$ cat src/rtl/atom_mem_pkg.sv
`default_nettype none
// ============================================================================
// Module   : atom_mem_pkg
// Brief    : Shared constants and types for the Atom memory arbiter slice.
// Revision : 1.0 - initial release
// ============================================================================
package atom_mem_pkg;

    localparam int ADDR_W     = 18;
    localparam int MEM_DEPTH  = 196608;
    localparam int PAGE_SHIFT = 12;

    typedef enum logic [1:0] {
        IDLE  = 2'd0,
        SETUP = 2'd1,
        LATCH = 2'd2,
        DONE  = 2'd3
    } state_t;

    typedef enum logic {
        OWN_CPU = 1'b0,
        OWN_LDR = 1'b1
    } owner_t;

endpackage
`default_nettype wire

$ cat src/rtl/atom_page_decode.sv
`default_nettype none
// ============================================================================
// Module   : atom_page_decode
// Brief    : Address range check and write permission for one access.
//            ROM write-protect for CPU writes is enabled by ATOM_ROM_WP_EN.
// Revision : 1.0 - initial release
// ============================================================================
module atom_page_decode #(
    parameter int          ADDR_W        = atom_mem_pkg::ADDR_W,
    parameter int          MEM_DEPTH     = atom_mem_pkg::MEM_DEPTH,
    parameter logic [47:0] ROM_PAGE_MASK = 48'hF4C0_007F_F000
) (
    input  logic [ADDR_W-1:0] addr,
    input  logic              we,
    input  logic              is_cpu,
    output logic              in_range,
    output logic              write_ok
);
    import atom_mem_pkg::*;

    localparam int c_page_w = ADDR_W - PAGE_SHIFT;
    localparam int c_pages  = 1 << c_page_w;
    // Widened to one bit per possible page so every page index is legal
    localparam logic [c_pages-1:0] c_mask_ext = c_pages'(ROM_PAGE_MASK);

    logic [c_page_w-1:0] w_page;
    logic                w_rom_page;

    assign w_page     = addr[ADDR_W-1:PAGE_SHIFT];
    assign w_rom_page = c_mask_ext[w_page];
    assign in_range   = 32'(addr) < 32'(MEM_DEPTH);

`ifdef ATOM_ROM_WP_EN
    assign write_ok = we && in_range && !(is_cpu && w_rom_page);
`else
    logic w_unused;
    assign w_unused = is_cpu ^ w_rom_page;
    assign write_ok = we && in_range;
`endif

endmodule
`default_nettype wire

$ cat src/rtl/atom_mem_arbiter.sv
`default_nettype none
// ============================================================================
// Module   : atom_mem_arbiter
// Brief    : Serialises CPU and loader accesses to the single-port Atom RAM
//            with a fixed 4-cycle access and loader anti-starvation.
//            Optional macro: ATOM_ROM_WP_EN (CPU write-protect of ROM pages).
// Revision : 1.0 - initial release
// ============================================================================
module atom_mem_arbiter #(
    parameter int          ADDR_W        = atom_mem_pkg::ADDR_W,
    parameter int          MEM_DEPTH     = atom_mem_pkg::MEM_DEPTH,
    parameter int          STARVE_MAX    = 4,
    parameter logic [47:0] ROM_PAGE_MASK = 48'hF4C0_007F_F000
) (
    input  logic              clk_42,
    input  logic              reset,
    input  logic              cpu_req,
    input  logic              cpu_we,
    input  logic [ADDR_W-1:0] cpu_addr,
    input  logic [7:0]        cpu_wdata,
    output logic              cpu_ack,
    output logic [7:0]        cpu_rdata,
    input  logic              ldr_req,
    input  logic              ldr_we,
    input  logic [ADDR_W-1:0] ldr_addr,
    input  logic [7:0]        ldr_wdata,
    output logic              ldr_ack,
    output logic [7:0]        ldr_rdata,
    output logic [ADDR_W-1:0] mem_addr,
    output logic [7:0]        mem_din,
    output logic              mem_we,
    input  logic [7:0]        mem_dout,
    output logic              busy
);
    import atom_mem_pkg::*;

    localparam int                 c_cnt_w      = $clog2(STARVE_MAX + 1);
    localparam logic [c_cnt_w-1:0] c_starve_max = c_cnt_w'(STARVE_MAX);

    state_t              r_state;
    state_t              w_state_nxt;
    owner_t              r_owner;
    logic                r_in_range;
    logic                r_is_read;
    logic [c_cnt_w-1:0]  r_starve;
    logic [ADDR_W-1:0]   r_mem_addr;
    logic [7:0]          r_mem_din;
    logic                r_mem_we;
    logic [7:0]          r_cpu_rdata;
    logic [7:0]          r_ldr_rdata;

    logic                w_grant;
    logic                w_pick_ldr;
    logic                w_sel_we;
    logic [ADDR_W-1:0]   w_sel_addr;
    logic [7:0]          w_sel_wdata;
    logic                w_in_range;
    logic                w_write_ok;
    logic [7:0]          w_rdata;

    // Loader wins when alone or once the CPU has had its STARVE_MAX turns
    always_comb begin
        w_grant     = cpu_req || ldr_req;
        w_pick_ldr  = ldr_req && (!cpu_req || (r_starve == c_starve_max));
        w_sel_we    = w_pick_ldr ? ldr_we    : cpu_we;
        w_sel_addr  = w_pick_ldr ? ldr_addr  : cpu_addr;
        w_sel_wdata = w_pick_ldr ? ldr_wdata : cpu_wdata;
    end

    atom_page_decode #(
        .ADDR_W        (ADDR_W),
        .MEM_DEPTH     (MEM_DEPTH),
        .ROM_PAGE_MASK (ROM_PAGE_MASK)
    ) u_page_decode (
        .addr     (w_sel_addr),
        .we       (w_sel_we),
        .is_cpu   (!w_pick_ldr),
        .in_range (w_in_range),
        .write_ok (w_write_ok)
    );

    always_ff @(posedge clk_42) begin
        if (reset) begin
            r_state <= IDLE;
        end else begin
            r_state <= w_state_nxt;
        end
    end

    always_comb begin
        w_state_nxt = r_state;
        busy        = 1'b1;
        cpu_ack     = 1'b0;
        ldr_ack     = 1'b0;
        case (r_state)
            IDLE: begin
                busy = 1'b0;
                if (w_grant) begin
                    w_state_nxt = SETUP;
                end
            end
            SETUP: w_state_nxt = LATCH;
            LATCH: w_state_nxt = DONE;
            DONE: begin
                w_state_nxt = IDLE;
                cpu_ack     = (r_owner == OWN_CPU);
                ldr_ack     = (r_owner == OWN_LDR);
            end
            default: w_state_nxt = IDLE;
        endcase
    end

    assign w_rdata = r_in_range ? mem_dout : 8'hFF;

    always_ff @(posedge clk_42) begin
        if (reset) begin
            r_owner     <= OWN_CPU;
            r_in_range  <= 1'b0;
            r_is_read   <= 1'b0;
            r_starve    <= '0;
            r_mem_addr  <= '0;
            r_mem_din   <= '0;
            r_mem_we    <= 1'b0;
            r_cpu_rdata <= '0;
            r_ldr_rdata <= '0;
        end else begin
            r_mem_we <= 1'b0;
            case (r_state)
                IDLE: begin
                    if (w_grant) begin
                        r_owner    <= w_pick_ldr ? OWN_LDR : OWN_CPU;
                        r_mem_addr <= w_sel_addr;
                        r_mem_din  <= w_sel_wdata;
                        r_mem_we   <= w_write_ok;
                        r_in_range <= w_in_range;
                        r_is_read  <= !w_sel_we;
                    end
                    // Only a CPU grant with the loader waiting advances the count
                    if (!ldr_req || w_pick_ldr) begin
                        r_starve <= '0;
                    end else begin
                        r_starve <= r_starve + c_cnt_w'(1);
                    end
                end
                LATCH: begin
                    if (r_is_read) begin
                        if (r_owner == OWN_CPU) begin
                            r_cpu_rdata <= w_rdata;
                        end else begin
                            r_ldr_rdata <= w_rdata;
                        end
                    end
                end
                default: ;
            endcase
        end
    end

    assign mem_addr  = r_mem_addr;
    assign mem_din   = r_mem_din;
    assign mem_we    = r_mem_we;
    assign cpu_rdata = r_cpu_rdata;
    assign ldr_rdata = r_ldr_rdata;

endmodule
`default_nettype wire
$ cat config.mk
export PLATFORM = sky130hd
export DESIGN_NAME = atom_mem_arbiter
export DESIGN_NICKNAME = d
export VERILOG_FILES = /design/src/rtl/atom_mem_pkg.sv /design/src/rtl/atom_page_decode.sv /design/src/rtl/atom_mem_arbiter.sv
export SDC_FILE = /design/constraint.sdc
export NUM_CORES = 1
export LEC_CHECK = 0
export BUFFER_PORTS_ARGS = -buffer_cell sky130_fd_sc_hd__buf_2
export CAP_MARGIN = 20
export CORE_MARGIN = 10
export CORE_UTILIZATION = 42
export DETAILED_ROUTE_END_ITERATION = 10
export GPL_TIMING_DRIVEN = 0
export HOLD_SLACK_MARGIN = 0.1
export MAX_ROUTING_LAYER = met4
export PLACE_DENSITY_LB_ADDON = 0.08
export SLEW_MARGIN = 20
export SYNTH_ARGS = -nofsm -noshare
export SYNTH_HDL_FRONTEND = slang
export SYNTH_SLANG_ARGS = --single-unit
$ cat constraint.sdc
create_clock -name clk_42 -period 1.8 [get_ports clk_42]
set_input_delay 0 -clock clk_42 [delete_from_list [all_inputs] [get_ports clk_42]]
set_output_delay 0 -clock clk_42 [all_outputs]
set_load 0.005 [all_outputs]
==> reports/metrics.cfg <==
[outcome]
outcome=complete, no violations

[power_and_ir_drop]
p_clk_frac=0.168
p_int_mw=2.42
pwr-share-seq=0.414
leakage_nw=1.64
combPwrFrac=0.418
power_density_nw_per_um2=1010
power.switching_mw=1.36
total_power_mw=3.78
netSwitchingFraction=0.360
ir_worst_vdd_v=0.000540

[synthesis]
netlist_instances=274
ys_top_cells_by_area=dfxtp_1 (43%), a311oi_1 (9.7%), nor2_1 (7.0%)
syn-num-nets=345
ys_seq_area_frac=0.434
ys_ff_latch=51
async_flop_share=0
syn_area_per_cell_sq_um=8.58
yosysWarnings=0
synthFlopType=dfxtp_1
yosysTopAreaCellShare=0.434
synth_edf_count=0
synth_largest_area_cell=dfxtp_1
syn_area_sq_um=2350
yosys.cell_types.count=40

[worst_setup_path]
crit_path_start_kind=register
crit_buf_inv=4
cp_cell_sequence=inv_1 -> ha_1 -> buf_4 -> o21a_1 -> buf_4 -> buf_4 -> nor2_1 -> a311oi_1
worst_path_most_repeated_cell=buf_4
end_kind=register
cp.arrival_ps=1790
crit_slowest_cell=dfxtp_1
critical_path_required_ps=2010
cp_max_fo=10
cpPeakStageDelay_ps=340
crit_family=buffers and inverters
worstSetupPathType=reg -> reg

[clocking]
clock_sink_count=51
htreeDepth=2
clk_latency_ps=300
clock_path_buffers=2
clk_pin_slew_ps=90
cts_tree=yes
cts_buffers=5
cts-root-buf=clkbuf_8

[global_routing]
grt_remaining_overflow=0
grt_pass1_vias=2708
antenna_found_initial=0
track_usage=0.189
grt_max_degree=16
grt_pass1_wl_um=13500

[route]
drtAntennaViolNets=0
drt_pass1_iterations=4
drt-initial-drc-count=107
post_drt_wl_per_cell_um=16.2
drcViolationCount=0
vias=2742
finalWirelength_um=8550
via_per_inst=5.18

[place]
io_buffers=110
gp_congestion=0.776
placed_cells=456
hpwl_um=5820

[sta]
max_freq_mhz=631
fin_crit_sh=0.881
rsz0062_at_grt=false
finalCriticalPeriod_ps=1590
skew_ps=8.23
worstMarginPinSlew_ps=540
hold_ws_ps=169
fin_setup_tns_ps=0
finalSetupViolCount=0
hold_viol=0
slew_headroom=0.640
final_max_slew_viol_count=0

[cells_and_area]
nets=526
drive_gt1_frac=0.314
fin_util=0.680
final_cells=529
final_common_cell=buf_2
area_delta_synth_final_pct=58.1
layout_common_cells=buf_2 (120), dlygate4sd3_1 (64), dfxtp_1 (51)

[floorplanning]
io_pins=112
rows=27
die-area_sq_um=8990
fp.coreArea_sq_um=5470
die_h_um=94.8
initial_utilization=0.430
die_w_um=94.8

[job]
cap_violations=0

[min_path]
hp-class=in -> reg

-- logic make-up (layout without fill, tap and decap cells) --
logic type	count (synthesis)	in the layout	synth area share
buffers and inverters	35	217	0.0798
adders and majority gates	5	5	0.0266
AOI/OAI and AO/OA	84	84	0.257
DFF	51	51	0.434
xor gates and xnor gates	2	2	0.00745
muxes	1	1	0.00426
other	0	1	0
and+or+nand+nor	96	96	0.191
-- power by group through the flow --
stage / clock [mW] / combinational (mW) / sequential, mW
6_report: 0.634 / 1.58 / 1.56
5_1_grt: 0.700 / 1.76 / 1.61
4_1_cts: 0.657 / 1.58 / 1.56
3_5_place_dp: 0 / 1.47 / 1.59
3_3_place_gp: 0 / 1.45 / 1.58
2_1_floorplan: 0 / 0.896 / 1.60
-- final cells by class --
class	instances	area (sq um)
antenna	1	2.50
fill	479	1750
multi-input combinational	188	1140
buffer	29	165
sequential	51	1020
clock buffer	5	68.8
inverter	6	22.5
timing repair buffer	174	1190
clock inverter	3	15.0
tap	72	90.1
-- sequential cells by signal, indices dropped and copies added, names as in the netlist --
name        count
mem_we          1
r_in_range      1
r_starve        3
r_is_read       1
ldr_rdata       8
r_state         2
r_owner         1
cpu_rdata       8
mem_addr       18
mem_din         8
-- what timing repair did --
item | CTS | global route
hold buffers | 64 | 0
hold endpoints to repair | 45 | 0
resized for setup | 0 | 0
setup buffers | 0 | 0
-- metrics by stage --
stage               setup slack (ps)  cell area (sq um)
floorplan                        388               2350
global placement                 237               2990
detailed placement               236               2990
CTS                              208               3720
global route                    23.1               3720
finish                           214               3720
-- worst reg2reg max path: cells and delay by family (launching register included) --
family / cells / cell delay (ps)
buffers and inverters: 4 / 600
AOI/OAI and AO/OA: 2 / 370
DFF: 1 / 340
adders and majority gates: 1 / 140
and+or+nand+nor: 1 / 50
-- worst paths after layout --
kind | slack, ps | start | depth (start not counted) | end
setup / recovery | 210 | r_state[0]$_SDFFE_PP0P_ | 8 | mem_din[0]$_SDFFE_PP0P_
hold / removal | 170 | ldr_req | 4 | mem_din[2]$_SDFFE_PP0P_
setup reg to reg | 210 | r_state[0]$_SDFFE_PP0P_ | 8 | mem_din[0]$_SDFFE_PP0P_
hold reg to reg | 500 | mem_addr[13]$_SDFFE_PP0P_ | 2 | mem_addr[13]$_SDFFE_PP0P_
-- per-layer routing --
metal | vias up | track usage | share of wire
li1 | 1368 | - | -
met1 | 1251 | 0.234 | 0.42
met3 | 12 | 0.0500 | 0.070
met5 | - | - | 0
met4 | 0 | 0.0511 | 0.016
met2 | 111 | 0.297 | 0.49
-- cells in the mapped netlist, types with 3 or more instances --
| cell type | instances |
|---|---|
| clkbuf_1 | 8 |
| o21ai_0 | 8 |
| buf_4 | 6 |
| dfxtp_1 | 51 |
| nand2_1 | 3 |
| nor2b_1 | 9 |
| o21ai_1 | 19 |
| inv_1 | 4 |
| buf_2 | 10 |
| nand3_1 | 27 |
| a311oi_1 | 26 |
| nor2_1 | 44 |
| nor3_1 | 5 |
| a21oi_1 | 4 |
| ha_1 | 5 |
| a211oi_1 | 18 |
Power figures use the tool's default switching activity.
